<file path="src/rtl/systolic_fir_chain.sv">
// Systolic transposed-timing FIR: per-tap double-registered sample path, registered
// product and running sum, followed by a round/shift/saturate output register.
module systolic_fir_chain #(
  parameter int DATA_W = 4,
  parameter int COEF_W = 8,
  parameter int NTAPS  = 8,
  parameter int ACC_W  = 16,
  parameter int OUT_W  = 12,
  parameter int SHIFT  = 0
) (
  input  logic                       clk,
  input  logic                       rst,
  input  logic                       in_valid,
  input  logic signed [DATA_W-1:0]   x_in,
  input  logic                       coef_wr,
  input  logic [$clog2(NTAPS)-1:0]   coef_addr,
  input  logic signed [COEF_W-1:0]   coef_data,
  output logic                       out_valid,
  output logic signed [OUT_W-1:0]    y_out,
  output logic                       sat
);

  localparam int AW = $clog2(NTAPS);
  localparam logic signed [ACC_W:0] RND  = (ACC_W+1)'((2**SHIFT) / 2);
  localparam logic signed [ACC_W:0] MAXV = (ACC_W+1)'((2**(OUT_W-1)) - 1);
  localparam logic signed [ACC_W:0] MINV = ~MAXV;

  if (NTAPS < 2 || NTAPS > 32) begin : g_bad_ntaps
    $error("systolic_fir_chain: NTAPS must be in 2..32");
  end
  if (ACC_W < DATA_W + COEF_W + $clog2(NTAPS)) begin : g_bad_acc
    $error("systolic_fir_chain: ACC_W too narrow for exact accumulation");
  end
  if (OUT_W > ACC_W) begin : g_bad_out
    $error("systolic_fir_chain: OUT_W must not exceed ACC_W");
  end
  if (SHIFT < 0 || SHIFT > ACC_W - OUT_W) begin : g_bad_shift
    $error("systolic_fir_chain: SHIFT out of range");
  end

  function automatic logic signed [ACC_W:0] rnd_shift(input logic signed [ACC_W-1:0] a);
    logic signed [ACC_W:0] w;
    w = (ACC_W+1)'(a);
    return (w + RND) >>> SHIFT;
  endfunction

  function automatic logic signed [OUT_W-1:0] saturate(input logic signed [ACC_W:0] w);
    if (w > MAXV) return MAXV[OUT_W-1:0];
    if (w < MINV) return MINV[OUT_W-1:0];
    return w[OUT_W-1:0];
  endfunction

  logic signed [ACC_W-1:0] acc_end;

  for (genvar gi = 0; gi < NTAPS; gi++) begin : g_tap
    logic signed [DATA_W-1:0] xa_q, xb_q, x_d;
    logic signed [COEF_W-1:0] coef_q;
    logic signed [ACC_W-1:0]  prod_q, acc_q, acc_in_d;

    // Tap 0 takes the zero-stuffed input and an empty partial sum.
    if (gi == 0) begin : g_first
      assign x_d      = in_valid ? x_in : '0;
      assign acc_in_d = '0;
    end else begin : g_rest
      assign x_d      = g_tap[gi-1].xb_q;
      assign acc_in_d = g_tap[gi-1].acc_q;
    end

    if (gi == NTAPS - 1) begin : g_last
      assign acc_end = acc_q;
    end

    always_ff @(posedge clk) begin
      if (rst) begin
        xa_q   <= '0;
        xb_q   <= '0;
        prod_q <= '0;
        acc_q  <= '0;
        coef_q <= '0;
      end else begin
        xa_q   <= x_d;
        xb_q   <= xa_q;
        prod_q <= ACC_W'(xb_q * coef_q);
        acc_q  <= acc_in_d + prod_q;
        if (coef_wr && coef_addr == AW'(gi)) coef_q <= coef_data;
      end
    end
  end

  logic [NTAPS+3:0]        vld_q;
  logic signed [ACC_W:0]   shifted_d;
  logic signed [OUT_W-1:0] y_d, y_q;
  logic                    sat_d, sat_q;

  // Output stage: round, shift and clip the chain-end sum.
  always_comb begin
    shifted_d = rnd_shift(acc_end);
    y_d       = saturate(shifted_d);
    sat_d     = (shifted_d > MAXV) || (shifted_d < MINV);
  end

  always_ff @(posedge clk) begin
    if (rst) begin
      vld_q <= '0;
      y_q   <= '0;
      sat_q <= 1'b0;
    end else begin
      vld_q <= {vld_q[NTAPS+2:0], in_valid};
      y_q   <= y_d;
      sat_q <= sat_d;
    end
  end

  assign out_valid = vld_q[NTAPS+3];
  assign y_out     = y_q;
  assign sat       = sat_q;

endmodule

</file>
<file path="config.mk">
export PLATFORM = sky130hd
export DESIGN_NAME = systolic_fir_chain
export DESIGN_NICKNAME = d
export VERILOG_FILES = /design/src/rtl/systolic_fir_chain.sv
export SDC_FILE = /design/constraint.sdc
export NUM_CORES = 1
export LEC_CHECK = 0
export CORE_MARGIN = 2
export CORE_UTILIZATION = 64
export DETAILED_ROUTE_END_ITERATION = 10
export PLACE_DENSITY = 0.91
export SLEW_MARGIN = 10
export SYNTH_ARGS = -nofsm -noshare
export SYNTH_HDL_FRONTEND = slang
export SYNTH_SLANG_ARGS = --single-unit
</file>
<file path="constraint.sdc">
create_clock -name clk -period 5.35 [get_ports clk]
set_clock_uncertainty 0.05 [all_clocks]
set_input_delay 1.3375 -clock clk [delete_from_list [all_inputs] [get_ports clk]]
set_output_delay 1.3375 -clock clk [all_outputs]
set_load 0.02 [all_outputs]
</file>
# == Word level (Yosys, flattened, before mapping) ==
# Index checks and enable logic that the tools add are counted.
# totals
out_inout_bits,14
in_bits,19
reg_bits,409
word_cells,86
# classes
reduce_logical,11
n_bitwise,1
add_sub_neg,7
n_mux,7
n_eq_ne,7
order_cmp,2
n_mul,8
# op_table
cell,count
$add A16 B16 Y16,7
$mul A4 B8 Y12,8
$mux W12,4
$gt A16 B12 Y1 const B,1
$lt A16 B12 Y1 const B,1
$eq A3 B3 Y1 const B,4
$logic_and A1 B1 Y1,8
$eq A3 B2 Y1 const B,2
$eq A3 B1 Y1 const B,1
$logic_not A3 Y1,1
$mux W1,3
$reduce_or A2 Y1,1
$logic_or A1 B1 Y1,1
$not A1 Y1,1

# == Logic depth before layout (Yosys ltp) ==
# Gate-level depths: netlist of the first run.
# logic_depth
ltp_word,5
mapped_depth,15
ltp_nobuf,15

# == Worst setup path before layout of the first run ==
# OpenSTA, ideal clock, no wires.
# synth_path
path_type,reg2reg
start,register g_tap[5].xb_q[3]
end,register g_tap[5].prod_q[14]
arrival_time_ps,3653
t_required_ps,5183
period_less_slack_ps,3821
n_path_buf,0
setup_time_ps,117
stages_incl_launch_ff,14
setup_slack_ps,1529
cell_sequence,dfxtp_1 > nand2b_1 > fa_1 > fa_1 > inv_1 > fa_1 > ha_1 > fa_1 > a21o_1 > a211oi_1 > nor2_1 > o41ai_1 > xnor2_1 > nor2_1
# synth_between
elab_chain_len,1
# synth_lines
element,line_no,text
"start, declared",56,"logic signed [DATA_W-1:0] xa_q, xb_q, x_d;"
"start signal, assigned",82,xb_q <= xa_q;
$mul A4 B8 Y12,83,prod_q <= ACC_W'(xb_q * coef_q);
"end signal, assigned",83,
"end, declared",58,"logic signed [ACC_W-1:0] prod_q, acc_q, acc_in_d;"
# Every way passes these cells.
# A chain may end at the register's enable or synchronous reset.

# == Worst setup path in the final report of the first run ==
# Same ends and word-level chain as after synthesis.

==> flow_metrics.tcl, run 1 <==
set metrics [dict create \
    run_status "completed" \
    dpl_worst_slack_ps 1180 \
    drtIter0Drc 962 \
    worstPathArrival_ps 4610 \
    timing.critical_path.mode_cell "fa_1" \
    finalNetCount 2916 \
    end_kind "flip-flop" \
    holdCritPathClass "flip-flop to flip-flop" \
    synth_top_flop_cell "dfxtp_1" \
    grt_setup_unrepaired "no" \
    share_comb_of_total_power_pct 2.7 \
    critical_path.max_fanout 10 \
    vias 17200 \
    timing.setup.critical_path_class "flip-flop to flip-flop" \
    drtPass1Iterations 5 \
    area_growth_syn_to_layout_pct 9.33 \
    switchingPower_w 0.00125 \
    critPathRequiredTime_ps 5720 \
    fp.dieW_um 194 \
    detailed_place_hpwl_um 36000 \
    main_combinational_cell_family_by_area_after_synthesis "adder cells" \
    cts-root-buf "clkbuf_16" \
    final.setup.worst_slack_ps 1110 \
    synthSimpleGateAreaFrac_pct 20.0 \
    n_antenna_cell 0 \
    report.final.hold_viol_count 0 \
    share_seq_of_total_power_pct 47.1 \
    avgViaCountPerCell 5.77 \
    synth_cell_types 60 \
    wire_per_inst_um 16.8 \
    clkPwrFrac_pct 50.2 \
    numPortBuffers 32 \
    post_synth_instance_area_um2 23100 \
    cts_made_buffers 41 \
    synth-adder-area-share_pct 26.6 \
    placement.cell_area_um2 23800 \
    track_usage_pct 26.6 \
    cts_tree "done" \
    finalSetupViolations 0 \
    holdBufCountCts 0 \
    highest_ir_drop_seen_on_vdd_mv 0.303 \
    max_cap_violations 0 \
    synth_area_leaders "dfxtp_1 32%, ha_1 14%, fa_1 12%" \
    clock_path_buffers 3 \
    netSwitchingFraction_pct 20.9 \
    avgSynthCellArea_um2 9.34 \
    synth_top_cell_by_area "dfxtp_1" \
    cts.reportedPaths.clkPinSlew_ps 60 \
    clock_sink_count 373 \
    internal_power_w 0.00473 \
    floorplan.die.height_um 194 \
    layout.cell_area.non_filler_um2 25300 \
    yosys.area_share.xor_xnor_pct 5.91 \
    grt-ovfl-total 0 \
    cts_post_setup_buffers_inserted 0 \
    synth-async-reset-ratio_pct 0 \
    timing.final.crit_period_ps 4240 \
    grt_max_degree 136 \
    critical_path.cell_chain "nand2b_1 > fa_1 > fa_1 > inv_1 > fa_1 > ha_1 > fa_1 > a21o_1 > a211oi_1 > nor2_1 > o41ai_1 > xnor2_1 > nor2_1" \
    fmaxAchievable_mhz 236 \
    gp_congestion 0.876 \
    leakage_nw 11.8 \
    critical_path.top_delay_family "adder cells" \
    drc 0 \
    clock_tree.htree_level_count 2 \
    critical_path_buf_inv_count 1 \
    pwr_density_nw_per_um2 236 \
    yosysWarningCount 0 \
    synth-seq-area-share_pct 32.3 \
    top_level_ports 33 \
    min_period_over_period_pct 79.2 \
    rows 69 \
    setup.worst_path.start_class "flip-flop" \
    synth_largest_type_area_fraction_pct 32.3 \
    clock_insertion_delay_worst_skew_ps 550 \
    timing_worst_slew_pin_value_ps 1290 \
    fp.dieArea_um2 37700 \
    ant_nets 0 \
    holdWs_ps 382 \
    cpPeakStageDelay_ps 540 \
    netlist_instances 2475 \
    relSlewSlack_pct 13.2 \
    first_global_vias 17800 \
    routed_wirelength_um 50000 \
    layout_cells_sized_above_1_pct 3.69 \
    ys_ff_latch 373 \
    critPathSlowestCell "fa_1" \
    initial_core_util_pct 65.0 \
    synthesis.nets 2899 \
    first_pass_grt_wire_length_um 83500 \
    cts_resized 0 \
    core_area_um2 35600 \
    antenna_found_initial 3 \
    synth_enable_flop_cells 0 \
    slew_viol_final 0 \
    timing.setup.tns_ps 0 \
    final.fill_count 2428 \
    fraction_of_the_mapped_netlist_area_in_compound_gates_pct 11.2 \
    synth.area.mux_share_pct 0.882 \
]
-- per-stage QoR --
step	utilization (%)	cells	total power, W
final	71.1	2984	0.00598
after global routing	71.1	2984	0.00615
after CTS	71.1	2984	0.00601
after detailed placement	67.0	2910	0.00303
after global placement	67.0	2910	0.00303
after floorplan	-	2475	0.00297
-- layout by cell type (no fill, tap or decap), drive strengths merged, types with 14 or more instances in the layout --
master / netlist / layout
clkbuf: 42 / 58
o21a: 32 / 32
o31ai: 14 / 14
nor2: 250 / 250
xnor2: 78 / 78
clkdlybuf4s50: 0 / 31
inv: 131 / 132
a21oi: 154 / 154
nand2: 208 / 208
nand3: 17 / 17
a21o: 46 / 46
nand2b: 25 / 25
fa: 143 / 143
xor2: 78 / 78
nor3: 37 / 37
nand4: 17 / 17
and2: 158 / 158
ha: 262 / 262
a211oi: 25 / 25
o21ai: 64 / 64
dfxtp: 373 / 373
o41ai: 18 / 18
nor2b: 187 / 187
-- cell usage after synthesis, types with 18 or more instances --
| cell | instances |
|---|---|
| o21ai_0 | 42 |
| nand2b_1 | 25 |
| fa_1 | 143 |
| nor3_1 | 36 |
| xor2_1 | 78 |
| clkbuf_1 | 41 |
| a21oi_1 | 153 |
| nand2_1 | 208 |
| and2_1 | 158 |
| dfxtp_1 | 373 |
| a211oi_1 | 23 |
| o21ai_1 | 22 |
| a21o_1 | 44 |
| ha_1 | 262 |
| nor2b_1 | 185 |
| o41ai_1 | 18 |
| inv_1 | 131 |
| xnor2_1 | 78 |
| o21a_1 | 30 |
| nor2_1 | 250 |
-- registers in the layout (all words and copies together), names as in the netlist --
register      flops
sat               1
g_tap.xb_q       32
y_out            12
acc_end          16
vld_q            12
g_tap.coef_q     64
g_tap.acc_q     108
g_tap.xa_q       32
g_tap.prod_q     96
-- power by group through the flow --
stage          clock, W  combinational, W  sequential, W
6_report        0.00300          0.000159        0.00282
5_1_grt         0.00316          0.000172        0.00282
2_1_floorplan         0          0.000103        0.00287
4_1_cts         0.00304          0.000157        0.00282
3_3_place_gp          0          0.000151        0.00288
3_5_place_dp          0          0.000156        0.00288
-- final cells by class --
class                   instances  area [um2]  share of cell area (%)
multi-input cells            1909       14900                    59.0
well taps                     461         577                    2.28
clock inverters                16         264                    1.04
clock buffers                  58        1180                    4.68
inverters                     131         492                    1.95
repair buffers                 36         380                    1.50
flip-flops and latches        373        7470                    29.5
-- final timing paths --
check / start / to / slack, ps / depth (start not counted)
setup / recovery: g_tap[5].xb_q[3]$_SDFF_PP0_ / g_tap[5].prod_q[14]$_SDFF_PP0_ / 1110 / 13
hold / removal: vld_q[4]$_SDFF_PP0_ / vld_q[5]$_SDFF_PP0_ / 380 / 1
setup reg to reg: g_tap[5].xb_q[3]$_SDFF_PP0_ / g_tap[5].prod_q[14]$_SDFF_PP0_ / 1110 / 13
hold reg to reg: vld_q[4]$_SDFF_PP0_ / vld_q[5]$_SDFF_PP0_ / 380 / 1
-- kinds of logic (layout without fill, tap and decap cells) --
| group | after synthesis | count (layout) |
|---|---|---|
| AND/OR/NAND/NOR | 924 | 924 |
| XOR/XNOR | 156 | 156 |
| flip-flops | 373 | 373 |
| AO/OA/AOI/OAI | 405 | 405 |
| buffers and inverters | 193 | 241 |
| multiplexers | 19 | 19 |
| adder cells (fa/ha/maj) | 405 | 405 |
-- metal layers --
layer  GRT usage (%)  vias to the layer above  part of all wire (%)
li1                -                     8321                     -
met2            49.3                      464                    51
met1            29.8                     8237                    40
met3            4.04                      178                   4.2
met4            12.3                        6                   4.6
met5               0                        -                 0.066
Power figures use the tool's default switching activity.
==> run 2: changes to the inputs <==
==> constraint.sdc (replaced) <==
create_clock -name clk -period 4.3 [get_ports clk]
set_clock_uncertainty 0.05 [all_clocks]
set_input_delay 1.075 -clock clk [delete_from_list [all_inputs] [get_ports clk]]
set_output_delay 1.075 -clock clk [all_outputs]
set_load 0.02 [all_outputs]
==> run 2 against run 1 <==
The run now ends with setup timing left; setup slack worse by 1200 ps; final cell count is 0.20% higher; die area stayed put; critical endpoint unchanged; highest routed layer unchanged.
==> flow_metrics.tcl, run 2 (synthesized netlist as in run 1, its figures left out) <==
set metrics [dict create \
    run_status "finished, violations left" \
    violated_checks "setup timing" \
    avgViaCountPerCell 5.75 \
    relSlewSlack_pct 33.9 \
    clock_tree.htree_level_count 2 \
    routed_wirelength_um 51600 \
    hold_path_end "g_tap[3].xb_q[2]$_SDFF_PP0_" \
    gp_congestion 0.907 \
    top_library_cells_by_usage_in_the_layout_fill_and_taps_aside "371 x dfxtp_1, 262 x ha_1, 250 x nor2_1, 208 x nand2_1, 185 x nor2b_1" \
    worstPathArrival_ps 4800 \
    globalRoute.busiestLayer "met2" \
    first_pass_grt_wire_length_um 84900 \
    top_level_ports 33 \
    drc 0 \
    final_cell_count_no_fill 2990 \
    fmaxAchievable_mhz 226 \
    initial_core_util_pct 65.0 \
    drtPass1Iterations 6 \
    finalSetupViolations 1 \
    holdCritPathClass "flip-flop to flip-flop" \
    report.final.hold_viol_count 0 \
    cts.reportedPaths.clkPinSlew_ps 70 \
    grtUsageMet3_pct 3.72 \
    multiInputGateArea_um2 14900 \
    largest_register_ffs 108 \
    regArea_um2 7470 \
    fp.dieArea_um2 37700 \
    dpl_worst_slack_ps 146 \
    finalPower_w 0.00741 \
    pwr_density_nw_per_um2 293 \
    finalNetCount 2921 \
    cts_tree "done" \
    critPathRequiredTime_ps 4670 \
    core_area_um2 35600 \
    grt_util_met1_pct 31.5 \
    grt_max_degree 152 \
    cts_made_buffers 41 \
    critical_path.max_fanout 5 \
    n_antenna_cell 0 \
    antenna_found_initial 1 \
    timing_worst_slew_pin_value_ps 984 \
    largest-register "g_tap.acc_q" \
    area_growth_syn_to_layout_pct 9.43 \
    final.fill_count 2412 \
    timing.final.crit_period_ps 4430 \
    end_kind "flip-flop" \
    reg_top3 "g_tap.acc_q (108), g_tap.prod_q (96), g_tap.coef_q (64)" \
    final.setup.worst_slack_ps -131 \
    wire_per_inst_um 17.2 \
    vias 17200 \
    r2r-start "g_tap[5].coef_q[0]$_SDFFE_PP0P_" \
    rows 69 \
    floorplan.die.height_um 194 \
    place_inst 2915 \
    cts_post_setup_buffers_inserted 0 \
    min_from "g_tap[3].xa_q[2]$_SDFF_PP0_" \
    holdBufCountCts 0 \
    max_cap_violations 0 \
    highest_ir_drop_seen_on_vdd_mv 0.312 \
    destination_of_the_worst_register_to_register_timing_path "g_tap[5].prod_q[14]$_SDFF_PP0_" \
    first_global_vias 17900 \
    leakage_nw 11.9 \
    grt-ovfl-total 0 \
    reg2reg_depth 13 \
    min_period_over_period_pct 103 \
    cts-root-buf "clkbuf_16" \
    ant_nets 0 \
    grtUsageMet2_pct 49.1 \
    detailed_place_hpwl_um 37100 \
    numPortBuffers 32 \
    cts_resized 0 \
    slew_viol_final 0 \
    clock_insertion_delay_worst_skew_ps 560 \
    worst-r2r-setup-slack_ps -130 \
    fp.dieW_um 194 \
    timing.setup.tns_ps -131 \
    commonest_non_fill_non_tap_cell_in_the_layout "dfxtp_1" \
    hold-path-cell-count 1 \
    clock_sink_count 373 \
    setup.worst_path.start_class "flip-flop" \
    layout_cells_sized_above_1_pct 4.11 \
    drtIter0Drc 1061 \
    postLayoutCoreUtil_pct 71.1 \
    clock_path_buffers 3 \
    track_usage_pct 27.0 \
    timing.setup.critical_path_class "flip-flop to flip-flop" \
]
==> run 2: cell types whose count changed in the layout (fill, tap and decap cells not counted), sizes merged <==
cell	previous run	this run
inv	132	135
clkinv	6	8
buf	5	10
bufinv	7	6
clkbuf	58	57
clkinvlp	2	0
==> run 2: layout make-up <==
cell class / instances / area share [%]
tap: 461 / 2.28
clock buffer: 57 / 4.57
clock inverter: 18 / 1.07
multi-input combinational: 1909 / 59.0
sequential: 373 / 29.5
timing repair buffer: 41 / 1.60
inverter: 131 / 1.94
==> run 2: metal layers <==
layer	vias up	routed length, um
li1	8316	-
met1	8246	20900
met2	474	25600
met3	162	2560
met4	2	2480
met5	-	19
==> run 2: worst max path at each step <==
stage / slack (ps) / startpoint / endpoint / cells after the start
after global routing: -240 / g_tap[5].coef_q[0]$_SDFFE_PP0P_ / g_tap[5].prod_q[14]$_SDFF_PP0_ / 13
after global placement: 390 / g_tap[1].xb_q[3]$_SDFF_PP0_ / g_tap[1].prod_q[14]$_SDFF_PP0_ / 13
after CTS: 50 / g_tap[5].xb_q[2]$_SDFF_PP0_ / g_tap[5].prod_q[14]$_SDFF_PP0_ / 13
final: -130 / g_tap[5].coef_q[0]$_SDFFE_PP0P_ / g_tap[5].prod_q[14]$_SDFF_PP0_ / 13
after detailed placement: 150 / g_tap[5].xb_q[2]$_SDFF_PP0_ / g_tap[5].prod_q[14]$_SDFF_PP0_ / 13
after floorplan: 480 / g_tap[5].xb_q[3]$_SDFF_PP0_ / g_tap[5].prod_q[14]$_SDFF_PP0_ / 13
==> run 2: critical path, stage by stage (launching register included) <==
cell      delay [ps]
dfxtp_1          340
nand2b_1         180
fa_1             520
fa_1             550
inv_1             60
fa_1             450
ha_1             260
fa_1             440
a21o_1           240
a211oi_1         310
nor2_1           190
o41ai_2          470
xnor2_1          190
nor2_1            60
==> run 2: stage by stage <==
stage                     hold WS (ps)  instance area [um2]
after floorplan                    364                23100
after global placement             366                23900
after detailed placement           373                23900
after CTS                          387                25300
after global routing               403                25300
final                              381                25300
==> run 2: power by group <==
part | switching (W) | total [W] | internal [W]
Sequential | 0.0000230 | 0.00351 | 0.00348
Clock | 0.00145 | 0.00370 | 0.00226
Combinational | 0.000138 | 0.000200 | 0.0000613
Total | 0.00161 | 0.00741 | 0.00580
